File: config.mk
export PLATFORM = sky130hd
export DESIGN_NAME = bit_packer
export DESIGN_NICKNAME = d
export VERILOG_FILES = /design/src/rtl/bit_packer.sv
export SDC_FILE = /design/constraint.sdc
export NUM_CORES = 1
export LEC_CHECK = 0
export ABC_AREA = 1
export CELL_PAD_IN_SITES_DETAIL_PLACEMENT = 0
export CELL_PAD_IN_SITES_GLOBAL_PLACEMENT = 1
export CORE_MARGIN = 5
export CORE_UTILIZATION = 42
export DETAILED_ROUTE_END_ITERATION = 6
export PLACE_DENSITY = 0.95
export SLEW_MARGIN = 20
export SYNTH_ARGS = -nofsm -noshare
export SYNTH_HDL_FRONTEND = slang
export SYNTH_SLANG_ARGS = --single-unit
File: constraint.sdc
create_clock -name clock -period 5.4 [get_ports clock]
set_input_delay 0.81 -clock clock [delete_from_list [all_inputs] [get_ports clock]]
set_output_delay 0.81 -clock clock [all_outputs]
set_load 0.01 [all_outputs]
File: src/rtl/bit_packer.sv
// Variable-length bit packer: concatenates 0..IN_W-bit fields into dense OUT_W-bit words.
// Define BIT_PACKER_MSB_FIRST_EN for MSB-first packing; LSB-first by default.
module bit_packer #(
    parameter  int unsigned OUT_W = 64,
    parameter  int unsigned IN_W  = 64,
    localparam int unsigned SW    = $clog2(IN_W) + 1,
    localparam int unsigned BW    = $clog2(OUT_W) + 1
) (
    input  logic              clock,
    input  logic              reset,
    input  logic              in_valid,
    output logic              in_ready,
    input  logic              in_last,
    input  logic [SW-1:0]     in_size,
    input  logic [IN_W-1:0]   in_data,
    output logic              out_valid,
    input  logic              out_ready,
    output logic              out_last,
    output logic [BW-1:0]     out_bits,
    output logic [OUT_W-1:0]  out_data
);

    localparam int unsigned CW = BW - 1;
    localparam int unsigned WW = 2 * OUT_W;

    if (IN_W < 1 || IN_W > OUT_W || OUT_W < 8 || (OUT_W & (OUT_W - 1)) != 0) begin : g_param_check
        $error("bit_packer: illegal OUT_W/IN_W combination");
    end

    typedef enum logic {
        RUN   = 1'b0,
        FLUSH = 1'b1
    } state_t;

    state_t            state;
    logic [OUT_W-1:0]  acc;
    logic [CW-1:0]     cnt;

    logic              out_free_c;
    logic              in_fire_c;
    logic [SW-1:0]     size_c;
    logic [IN_W-1:0]   field_c;
    logic [BW-1:0]     t_c;
    logic              wrap_c;
    logic [WW-1:0]     cat_c;
    logic [OUT_W-1:0]  word_c;
    logic [OUT_W-1:0]  rem_c;

    assign out_free_c = ~out_valid | out_ready;
    assign in_ready   = ~reset & (state == RUN) & out_free_c;
    assign in_fire_c  = in_valid & in_ready;

    // Merge the masked field with held bits in a 2*OUT_W window; one half is
    // the completed word, the other the carry-over into the accumulator.
    always_comb begin
        size_c  = (in_size > SW'(IN_W)) ? SW'(IN_W) : in_size;
        field_c = in_data & ~({IN_W{1'b1}} << size_c);
        t_c     = BW'(cnt) + BW'(size_c);
        wrap_c  = t_c[BW-1];
`ifdef BIT_PACKER_MSB_FIRST_EN
        cat_c   = {acc, {OUT_W{1'b0}}} | (WW'(field_c) << ((BW+1)'(WW) - (BW+1)'(t_c)));
        word_c  = cat_c[WW-1:OUT_W];
        rem_c   = cat_c[OUT_W-1:0];
`else
        cat_c   = {{OUT_W{1'b0}}, acc} | (WW'(field_c) << cnt);
        word_c  = cat_c[OUT_W-1:0];
        rem_c   = cat_c[WW-1:OUT_W];
`endif
    end

    always_ff @(posedge clock) begin
        if (reset) begin
            state     <= RUN;
            acc       <= '0;
            cnt       <= '0;
            out_valid <= 1'b0;
            out_last  <= 1'b0;
            out_bits  <= '0;
            out_data  <= '0;
        end else begin
            // Beat drained with nothing new loaded this cycle.
            if (out_free_c) begin
                out_valid <= 1'b0;
            end
            case (state)
                RUN: begin
                    if (in_fire_c) begin
                        if (wrap_c) begin
                            out_valid <= 1'b1;
                            out_data  <= word_c;
                            out_bits  <= BW'(OUT_W);
                            acc       <= rem_c;
                            cnt       <= t_c[CW-1:0];
                            out_last  <= in_last && (t_c[CW-1:0] == '0);
                            if (in_last && (t_c[CW-1:0] != '0)) begin
                                state <= FLUSH;
                            end
                        end else if (in_last) begin
                            out_valid <= 1'b1;
                            out_data  <= word_c;
                            out_bits  <= t_c;
                            out_last  <= 1'b1;
                            acc       <= '0;
                            cnt       <= '0;
                        end else begin
                            acc <= word_c;
                            cnt <= t_c[CW-1:0];
                        end
                    end
                end
                FLUSH: begin
                    if (out_free_c) begin
                        out_valid <= 1'b1;
                        out_data  <= acc;
                        out_bits  <= BW'(cnt);
                        out_last  <= 1'b1;
                        acc       <= '0;
                        cnt       <= '0;
                        state     <= RUN;
                    end
                end
                default: state <= RUN;
            endcase
        end
    end

endmodule

---- After elaboration in Yosys (flattened, before gate mapping) ----
Cells that the tools add are included.
cells by class
  bitwise gates (word level) .............. 10
  shift operators ......................... 2
  add/sub/neg operators ................... 1
  reductions and logical operators ........ 6
  multiplexer cells ....................... 37
  eq/ne operators ......................... 3
  magnitude comparators ................... 1
operators by type and width
  operator                                                                 count
  64-bit 2-to-1 mux                                                        8
  64-bit case mux with 2 select lines                                      2
  64-bit by 128-bit bitwise OR with 128-bit output                         1
  64-bit by 6-bit left shift with 128-bit output                           1
  64-bit AND                                                               1
  64-bit inverter                                                          1
  64-bit by 7-bit left shift with 64-bit output, first input constant      1
  7-bit 2-to-1 mux                                                         5
  6-bit 2-to-1 mux                                                         4
  7-bit case mux with 2 select lines                                       1
  1-bit 2-to-1 mux                                                         13
  6-bit case mux with 2 select lines                                       1
  6-bit by 7-bit adder with 7-bit output                                   1
  7-bit > comparator, second input constant                                1
  6-bit logical NOT                                                        1
  1-bit case mux with 2 select lines                                       3
  6-bit nonzero test                                                       1
  1-bit AND                                                                3
  3-bit inequality test, second input constant                             1
  1-bit inverter                                                           3
  3-bit AND reduction                                                      1
  1-bit logical AND                                                        2
  2-bit by 1-bit inequality test with 1-bit output, second input constant  1
  2-bit inequality test, second input constant                             1
  2 further kinds                                                          2
word-level totals
  bits in registers ....................... 144
  bits of input ports ..................... 76
  output and inout port bits .............. 74

---- Depth between registers and ports, before layout ----
Gate-level depths: netlist (run 1).
  depth in word-level cells ............... 11
  mapped depth ............................ 21

---- Worst setup path after synthesis (run 1) ----
No wires, ideal clock.
  path type ............................... input to register
  start point ............................. input in_size[3]
  end point ............................... register acc[6]
  slack ................................... 1.926 ns
  stages on the path ...................... 19
  library setup time ...................... 0.070 ns
  arrival ................................. 3.404 ns
  cells stage by stage .................... buf_2 nor2_1 nand3_1 nand2_1 nand2_1 inv_1 ha_1 a31oi_1 nor2_1 o21ai_1 nand2_1 xor2_2 inv_2 nor2_4 buf_1 nand2_1 nand3_1 nand2_1 a21oi_1
between the ends
  longest elaborated chain between the ends .. 11
  elaborated cells on any way between the ends .. 12
  those cells by class .................... add/sub (1); order compare (1); shift (2); mux (5); bitwise (3)
ends and longest elaborated chain
  item                                              line  source
  start, declared                                   14    input logic [SW-1:0] in_size,
  7-bit > comparator                                56    size_c = (in_size > SW'(IN_W)) ? SW'(IN_W) : in_size;
  7-bit 2-to-1 mux (*)                              56
  64-bit by 7-bit left shift with 64-bit output     57    field_c = in_data & ~({IN_W{1'b1}} << size_c);
  64-bit inverter                                   57
  64-bit AND                                        57
  64-bit by 6-bit left shift with 128-bit output    65    cat_c = {{OUT_W{1'b0}}, acc} | (WW'(field_c) << cnt);
  64-bit by 128-bit bitwise OR with 128-bit output  65
  64-bit 2-to-1 mux                                 98    end else if (in_last) begin
  64-bit 2-to-1 mux (*)                             88    if (wrap_c) begin
  64-bit 2-to-1 mux (*)                             87    if (in_fire_c) begin
  64-bit case mux with 2 select lines (*)           85    case (state)
  end signal, assigned                              92    acc <= rem_c;
  end signal, assigned                              106   acc <= word_c;
  end, declared                                     36    logic [OUT_W-1:0] acc;
Every way passes the cells marked *; elsewhere a longest branch is shown, timed or not. The select of a mux whose other input is x is not followed.
A chain may end at the register's enable or synchronous reset.

---- Worst setup path in the final report (run 1) ----
  start point ............................. input in_size[3]
  end point ............................... register out_data[31]
between the ends
  longest elaborated chain between the ends .. 11
  elaborated cells on any way between the ends .. 14
  those cells by class .................... add/sub (1); order compare (1); eq/ne (1); shift (2); mux (5); bitwise (3); reduce/logical (1)
ends and longest elaborated chain
  item                                              line  source
  7-bit > comparator                                56
  7-bit 2-to-1 mux (*)                              56
  64-bit by 7-bit left shift with 64-bit output     57
  64-bit inverter                                   57
  64-bit AND                                        57
  64-bit by 6-bit left shift with 128-bit output    65
  64-bit by 128-bit bitwise OR with 128-bit output  65
  64-bit 2-to-1 mux                                 98
  64-bit 2-to-1 mux                                 88
  64-bit 2-to-1 mux                                 87
  64-bit case mux with 2 select lines               85
  end signal, assigned                              90    out_data <= word_c;
  end signal, assigned                              100   out_data <= word_c;
  end, declared                                     20    output logic [OUT_W-1:0] out_data
Marks and branches as above.

==> results of run 1 <==
-- stage by stage --
stage / hold slack, ns / util / setup slack, ns / power (mW) / area (um2)
after floorplan: 0.432 / - / 1.93 / 1.76 / 12300
after global placement: 0.444 / 0.484 / 0.610 / 2.17 / 14000
after detailed placement: 0.456 / 0.484 / 0.487 / 2.17 / 14000
after CTS: 0.466 / 0.504 / 0.901 / 3.33 / 14500
after global routing: 0.488 / 0.504 / 0.557 / 3.49 / 14500
final: 0.466 / 0.504 / 0.856 / 3.36 / 14500
-- per-layer routing --
metal | GRT usage | up-vias
met2 | 0.525 | 884
met1 | 0.480 | 7270
met5 | 0 | -
li1 | - | 7496
met4 | 0.128 | 0
met3 | 0.0818 | 129
-- kinds of logic after synthesis --
group	Yosys count	share of synthesized area
and+or+nand+nor	1441	0.518
buffers and inverters	286	0.0949
AOI/OAI and AO/OA	276	0.140
DFF	144	0.234
xor gates and xnor gates	6	0.00487
adders and majority gates	6	0.00669
muxes	2	0.00162
-- cell usage in the layout, fill, tap and decap left out, drive strengths merged --
cell type,count
o21bai,10
xnor2,2
or2,6
nand3,650
o21a,1
o21ai,35
o2111ai,2
clkbuf,18
buf,46
mux2i,2
nor3b,1
a31o,1
o211ai,100
ha,5
a21oi,103
inv,122
a21o,3
nor2,60
a31oi,7
a21boi,6
xor2,4
nand2,680
nand4,41
fa,1
o31ai,3
and2,1
clkinv,6
dfxtp,144
clkinvlp,3
a22oi,5
clkdlybuf4s50,148
nor3,2
-- power by group through the flow --
| stage | combinational (mW) | sequential, mW | clock, mW |
|---|---|---|---|
| floorplan | 0.593 | 1.16 | 0 |
| detailed placement | 1.01 | 1.16 | 0 |
| CTS | 1.02 | 1.13 | 1.18 |
| finish | 1.05 | 1.13 | 1.18 |
| global placement | 1.01 | 1.16 | 0 |
| global route | 1.12 | 1.14 | 1.23 |
-- worst paths after layout --
| path | endpoint | slack (ns) | depth (start not counted) |
|---|---|---|---|
| setup reg to reg | out_data[31] | 1.86 | 13 |
| hold / removal | out_data[18] | 0.47 | 2 |
| setup / recovery | out_data[31] | 0.86 | 19 |
| hold reg to reg | out_data[18] | 0.47 | 2 |
-- sequential cells by signal, indices dropped and copies added, names as in the netlist --
register   count
cnt            6
acc           64
out_data      64
state          1
out_last       1
out_bits       7
out_valid      1
-- worst min-delay path, stage by stage (launching register included) --
cell and delay, ns:
dfxtp_1 0.31, nand3_1 0.07, nand2_1 0.05
-- cells in the mapped netlist --
cell and n:
nor2_1 54, inv_2 9, a31oi_1 7, o21a_1 1
buf_1 50, dfxtp_1 144, buf_4 5, a21oi_4 1
inv_4 2, a31o_2 1, a21boi_1 1, and2_1 1
xnor2_1 2, mux2i_1 2, a21oi_1 102, fa_1 1
o21ai_1 11, clkbuf_1 80, a21o_1 3, xor2_2 1
a21boi_0 5, o21bai_1 10, nor3b_1 1, nand4_1 41
nor3_1 2, or2_1 2, buf_6 5, a22oi_1 5
o31ai_1 3, or2_2 4, nand2_1 679, xor2_1 3
nor2_2 1, inv_1 106, o211ai_1 100, nor2_4 5
o2111ai_1 2, nand2_2 1, nand3_1 649, o21ai_0 24
nand3_2 1, ha_1 5, buf_2 29
-- area by class of cell --
| cell class | instances | area (um2) |
|---|---|---|
| fillers | 3119 | 14300 |
| multi-input cells | 1731 | 8300 |
| flip-flops and latches | 144 | 2890 |
| repair buffers | 194 | 1860 |
| well taps | 384 | 480 |
| inverters | 117 | 445 |
| clock buffers | 18 | 439 |
| clock inverters | 14 | 120 |
==> impl_metrics.toml, run 1 <==
[outcome]
status = "finished with violations"
violations = "DRC"

[cts]
clock-root-buffer = "clkbuf_16"
post_cts_buffers = 0
htree_levels = 4
cts.path.max_buffers = 2
clkSinkCount = 144
clock_latency_ns = 0.44
cts_tree = "done"
clk_pin_slew_worst_paths_ns = 0.07
cts_resized = 0
cts-hold-fix-buffers = 0
cts_buffers = 17

[worst_setup_path]
cpMostUsedCell = "nand2_1"
critPathKind = "input port to register"
worstPathCellList = "clkdlybuf4s50_1 > nor2_1 > nand3_1 > nand2_1 > nand2_1 > inv_1 > ha_1 > a31oi_1 > nor2_1 > o21ai_1 > nand2_1 > xor2_2 > inv_2 > nor2_4 > a21oi_4 > nand2_2 > inv_4 > o211ai_1 > nand2_1"
worst-path-buf-inv = 4
endpoint_kind = "register"
r2r_start = "cnt[2]"
cp_top_family = "buffers and inverters"
crit_required_ns = 5.78
slowest_stage = "clkdlybuf4s50_1"
crit_start = "in_size[3]"
arrival_ns = 4.92
cp_slowest_stage_delay_ns = 0.63
cp-start-kind = "input port"
worst-path-max-fanout = 46

[final_layout]
synthToLayoutAreaGrowth_pct = 17.7
n_antenna_cell = 0
fin_nets = 2287
instances_no_fill = 2602
drive_gt1_frac = 0.0500

[floorplanning]
start_util = 0.428
ios = 150
fp-row-count = 62
fp.dieW_um = 181
core_mm2 = 0.0289
dieArea_mm2 = 0.0329
die_h_um = 181

[synth]
synth.top_cell.area_share = 0.263
syn_inst = 2161
yosys-top-cells-area = "nand3_1 (26%), dfxtp_1 (23%), nand2_1 (21%)"
ys_warn_count = 0
avgSynthCellArea_um2 = 5.71
yosysTopAreaCell = "nand3_1"
syn_area_mm2 = 0.0123
yosysUniqueCellTypes = 43
ys_ff_latch = 144
ys_seq_area_frac = 0.234
syn_nets = 2243

[sta]
clock_skew_ns = 0.0115
hold_violations = 0
finalSetupTns_ns = 0
post-route-min-period_ns = 4.54
drv_slew = 0
max_freq_mhz = 220
rsz0062_at_grt = "false"
slew_headroom = 0.277
finalSetupViolations = 0
post-route-period-util = 0.842
tightest_slew_ns = 1.08

[power]
clkPwrFrac = 0.351
power_switching_share = 0.390
p_int_mw = 2.05
leakage_nw = 6.23
peakVddDrop_mv = 0.209
switching_power_mw = 1.31
seq_power_share = 0.338
pwr-share-comb = 0.311
cellPowerDensity_mw_per_mm2 = 231

[drt]
first_iter_violations = 2241
routed-via-count = 15779
wl_met1_mm = 25.2
drc = 1
vias_per_cell = 6.06
wire_per_inst_um = 22.7
firstDrtPassIters = 7
wl_met3_mm = 6.10
routed_wl_mm = 59.2
dr_wl_met2_mm = 25.3
drtAntennaViolNets = 0
dr.max_layer_used = "met4"

[placed_design]
hpwl_mm = 43.9
gp_congestion = 1.01
dp_cells = 2570
io_buffer_count = 149

[grt]
antenna_found_initial = 0
grtUsageTotal = 0.346
grt_max_degree = 81
gr-total-overflow = 0
grt_pass1_vias = 14436
grt_pass1_wl_mm = 89.3

[min_path]
worstHoldPathType = "register to register"
min_from = "out_data[18]"

[flow_run]
cap_viol_max_count = 0
Note: power is estimated with default switching activity, not from simulation.
==> inputs of run 2 (changes only) <==
CORE_UTILIZATION = 39   (was 42)
PLACE_DENSITY = 0.93   (was 0.95)
clock period = 4.4 ns   (was 5.4 ns; I/O delays follow)
==> run 2 against run 1 <==
Against the previous run: the flow still finishes with violations (DRC); die area grew 7.3%; wire length is 1.3% lower; cell count up 1.0%; setup slack worse by 0.35 ns; clock power is 30% higher; count of clock-buffer cells in the layout is 1 higher; sequential share of layout area fell by 0.19 points; critical endpoint is now out_data[18]; highest routed layer unchanged.
==> impl_metrics.toml, run 2 (same netlist as run 1, synthesis figures left out) <==
[worst_setup_path]
endpoint_kind = "register"
crit_required_ns = 4.78
r2r_start = "cnt[0]"
critPathKind = "input port to register"
arrival_ns = 4.27
cp_slowest_stage_delay_ns = 0.62
slowest_stage = "clkdlybuf4s50_1"
crit_start = "in_size[1]"
worstPathCellList = "clkdlybuf4s50_1 > nor2_1 > nand3_1 > nand2_1 > nand2_1 > inv_1 > ha_1 > a31oi_1 > nor2_1 > o21ai_1 > nand2_1 > xor2_2 > inv_2 > nor2_4 > a21oi_4 > nand2_2 > inv_4 > o211ai_1 > nand2_1"
worst-path-max-fanout = 46
cp-start-kind = "input port"
cpMostUsedCell = "nand2_1"
r2r_slack_ns = 1.28
timing.rr.end = "out_data[18]"
reg2reg_depth = 15

[final_layout]
regArea_mm2 = 0.00289
post-route-util = 0.467
top_regs = "acc (64), out_data (64), out_bits (7)"
multiInputGateArea_mm2 = 0.00830
synthToLayoutAreaGrowth_pct = 18.8
drive_gt1_frac = 0.0530
layout_common_cells = "nand2_1 (679), nand3_1 (649), clkdlybuf4s50_1 (148), dfxtp_1 (139)"
n_antenna_cell = 0
fin_nets = 2296
final_common_cell = "nand2_1"
n_fill_cell = 3324

[sta]
hold_violations = 0
max_freq_mhz = 257
post-route-min-period_ns = 3.90
slew_headroom = 0.344
post-route-period-util = 0.885
clock_skew_ns = 0.0118
finalSetupViolations = 0
rsz0062_at_grt = "false"
drv_slew = 0
finalSetupTns_ns = 0
tightest_slew_ns = 0.983

[min_path]
worstHoldPathType = "register to register"
hold_depth = 2
min_to = "acc[63]"
min_from = "acc[63]"

[drt]
firstDrtPassIters = 7
drtAntennaViolNets = 0
vias_per_cell = 6.08
routed_wl_mm = 58.4
first_iter_violations = 2402
drc = 2
wire_per_inst_um = 22.2
routed-via-count = 15979

[flow_run]
cap_viol_max_count = 0

[cts]
cts_tree = "done"
clock-root-buffer = "clkbuf_16"
cts_resized = 0
post_cts_buffers = 0
clock_latency_ns = 0.44
clk_pin_slew_worst_paths_ns = 0.06
clkSinkCount = 144
htree_levels = 4
cts-hold-fix-buffers = 0
cts_buffers = 17
cts.path.max_buffers = 2

[floorplanning]
core_mm2 = 0.0314
start_util = 0.393
fp-row-count = 65
die_h_um = 188
dieArea_mm2 = 0.0353
ios = 150
fp.dieW_um = 188

[placed_design]
io_buffer_count = 149
hpwl_mm = 43.0
gp_congestion = 1.02

[outcome]
violations = "DRC"
status = "finished with violations"

[grt]
grt_pass1_vias = 14880
grt_max_degree = 85
gr-total-overflow = 0
grt_pass1_wl_mm = 88.2
grtUsageTotal = 0.318
antenna_found_initial = 1

[power]
peakVddDrop_mv = 0.273
leakage_nw = 6.28
cellPowerDensity_mw_per_mm2 = 287
[run 2: cell count changes in the layout (fill, tap and decap cells not counted), sizes merged]
| cell | before | now |
|---|---|---|
| buf | 46 | 55 |
| inv | 122 | 117 |
| bufinv | 0 | 3 |
| clkinvlp | 3 | 6 |
| clkinv | 6 | 4 |
| clkbuf | 18 | 19 |
[run 2: power by group]
group	internal, mW	switching [mW]
sequential	1.36	0.0399
clock	0.893	0.635
combinational	0.413	0.867
total	2.66	1.54
[run 2: final cells by class]
class	count	area share
multi-input combinational	1731	0.566
clock buffer	19	0.0295
timing repair buffer	203	0.132
sequential	144	0.197
inverter	117	0.0303
clock inverter	13	0.0111
tap	402	0.0343
[run 2: per-stage QoR]
stage               worst slack, ns  area (um2)  cells  power, mW  hold slack, ns
global placement              0.211       14100   2597       2.67           0.443
finish                        0.505       14700   2629       4.20           0.458
detailed placement            0.150       14100   2597       2.67           0.452
floorplan                      1.08       12300   2161       2.16           0.432
CTS                           0.586       14700   2629       4.17           0.461
global route                  0.238       14700   2629       4.36           0.478
[run 2: critical path, delay by kind of cell]
family,cells,cell delay [ns]
xor+xnor,1,0.17
simple gates,9,0.88
fa+ha+maj,1,0.33
buf+inv,4,1.23
compound gates,4,0.93
[run 2: how the worst max path moves through the flow]
stage / end / slack (ns) / depth (start not counted)
floorplan: acc[6] / 1.08 / 19
global placement: acc[24] / 0.21 / 19
detailed placement: out_data[23] / 0.15 / 19
CTS: out_data[18] / 0.59 / 19
global route: out_data[18] / 0.24 / 19
finish: out_data[18] / 0.50 / 19
[run 2: metal layers]
metal	GRT usage	wire length, um
met1	0.423	24200
met2	0.508	26200
met3	0.0612	5360
met4	0.128	2640
met5	0	0
==> inputs of run 3 (changes only) <==
CORE_MARGIN = 10   (was 5)
==> run 3 against run 2 <==
Against the previous run: the run now ends clean; maximum frequency down 3.1%; critical endpoint is now out_data[50]; register-to-register slack lost 0.14 ns; sequential power about the same; cell count grew 0.65%; sequential share of layout area fell by 0.14 points; wire length rose by 1.6%; die area increased by 11%.
==> impl_metrics.toml, run 3 (same netlist as run 1, synthesis figures left out) <==
[drt]
first_iter_violations = 2253
routed-via-count = 16070
routed_wl_mm = 59.4
drtAntennaViolNets = 0
firstDrtPassIters = 6
vias_per_cell = 6.07
dr_wl_met2_mm = 26.3
dr.max_layer_used = "met4"
drc = 0
wl_met3_mm = 5.42
wl_met1_mm = 24.7
wire_per_inst_um = 22.4

[sta]
finalSetupViolations = 0
slew_headroom = 0.242
tightest_slew_ns = 1.14
max_freq_mhz = 249
drv_slew = 0
rsz0062_at_grt = "false"
post-route-min-period_ns = 4.02
post-route-period-util = 0.914
finalSetupTns_ns = 0
clock_skew_ns = 0.00838
hold_violations = 0

[floorplanning]
dieArea_mm2 = 0.0392
start_util = 0.393
die_h_um = 198
fp.dieW_um = 198
ios = 150
fp-row-count = 65
core_mm2 = 0.0314

[min_path]
worstHoldPathType = "register to register"
hold_depth = 2

[power]
leakage_nw = 6.34
pwr-share-comb = 0.312
peakVddDrop_mv = 0.287
switching_power_mw = 1.53
clkPwrFrac = 0.353
p_int_mw = 2.62
power_switching_share = 0.369
cellPowerDensity_mw_per_mm2 = 281
seq_power_share = 0.335

[cts]
clk_pin_slew_worst_paths_ns = 0.06
cts_resized = 0
cts.path.max_buffers = 2
cts-hold-fix-buffers = 0
cts_tree = "done"
cts_buffers = 17
clock_latency_ns = 0.45
post_cts_buffers = 0
clock-root-buffer = "clkbuf_16"
htree_levels = 4
clkSinkCount = 144

[worst_setup_path]
arrival_ns = 4.40
cp-start-kind = "input port"
crit_required_ns = 4.78
endpoint_kind = "register"
critPathKind = "input port to register"
reg2reg_depth = 14
worst-path-max-fanout = 46

[grt]
grt_pass1_wl_mm = 91.6
gr-total-overflow = 0
grt_pass1_vias = 15314
grtUsageTotal = 0.302
antenna_found_initial = 0
grt_max_degree = 101

[placed_design]
io_buffer_count = 149
hpwl_mm = 44.5
gp_congestion = 1.02

[final_layout]
synthToLayoutAreaGrowth_pct = 19.7
post-route-util = 0.471
fin_nets = 2313
n_fill_cell = 3354
layout_common_cells = "nand2_1 (679), nand3_1 (649), clkdlybuf4s50_1 (148), dfxtp_1 (139)"
n_antenna_cell = 0
top_regs = "acc (64), out_data (64), out_bits (7)"
final_common_cell = "nand2_1"
drive_gt1_frac = 0.0597

[flow_run]
cap_viol_max_count = 0

[outcome]
status = "completed"
[run 3: cell count changes in the layout (fill, tap and decap cells not counted), sizes merged]
cell,change
buf,+17
clkbuf,+1
bufinv,-1
[run 3: path summary, 6_finish.rpt]
kind	to	start	slack [ns]
setup / recovery	out_data[50]	in_size[0]	0.38
hold / removal	acc[63]	acc[63]	0.46
setup reg to reg	out_data[50]	cnt[3]	1.14
hold reg to reg	acc[63]	acc[63]	0.46
[run 3: metal layers]
metal	track usage	vias up
met5	0	-
met4	0.142	0
met3	0.0620	139
met2	0.470	832
met1	0.391	7558
li1	-	7541
[run 3: final cells by class]
class	instances	area (um2)	share of cell area
Sequential cell	144	2890	0.196
Multi-Input combinational cell	1731	8300	0.562
Clock inverter	12	136	0.00923
Timing Repair Buffer	220	2070	0.140
Clock buffer	20	437	0.0296
Inverter	117	444	0.0301
Tap cell	402	503	0.0340
[run 3: stage by stage]
stage	std cells	setup slack, ns	hold WS [ns]	power [mW]	area (um2)
after floorplan	2161	1.08	0.432	2.16	12300
after global placement	2614	0.0665	0.444	2.68	14200
after detailed placement	2614	-0.00143	0.455	2.68	14200
after CTS	2646	0.451	0.465	4.13	14800
after global routing	2646	0.104	0.485	4.33	14800
final	2646	0.378	0.461	4.15	14800
[run 3: power groups by stage]
| stage | logic, mW | clock network, mW | registers (mW) |
|---|---|---|---|
| 2_1_floorplan | 0.728 | 0 | 1.43 |
| 3_3_place_gp | 1.26 | 0 | 1.42 |
| 3_5_place_dp | 1.26 | 0 | 1.42 |
| 4_1_cts | 1.27 | 1.48 | 1.39 |
| 5_1_grt | 1.41 | 1.52 | 1.40 |
| 6_report | 1.30 | 1.46 | 1.39 |
[run 3: worst max-delay path, stage by stage]
cell	delay [ns]
clkdlybuf4s50_1	0.63
nor2_1	0.09
nand3_1	0.11
nand2_1	0.11
nand2_1	0.12
inv_1	0.05
ha_1	0.32
a31oi_1	0.27
nor2_1	0.07
o21ai_1	0.12
nand2_1	0.09
xor2_2	0.17
inv_2	0.12
nor2_4	0.05
a21oi_4	0.26
nand2_2	0.16
inv_4	0.45
o211ai_1	0.36
nand2_1	0.12
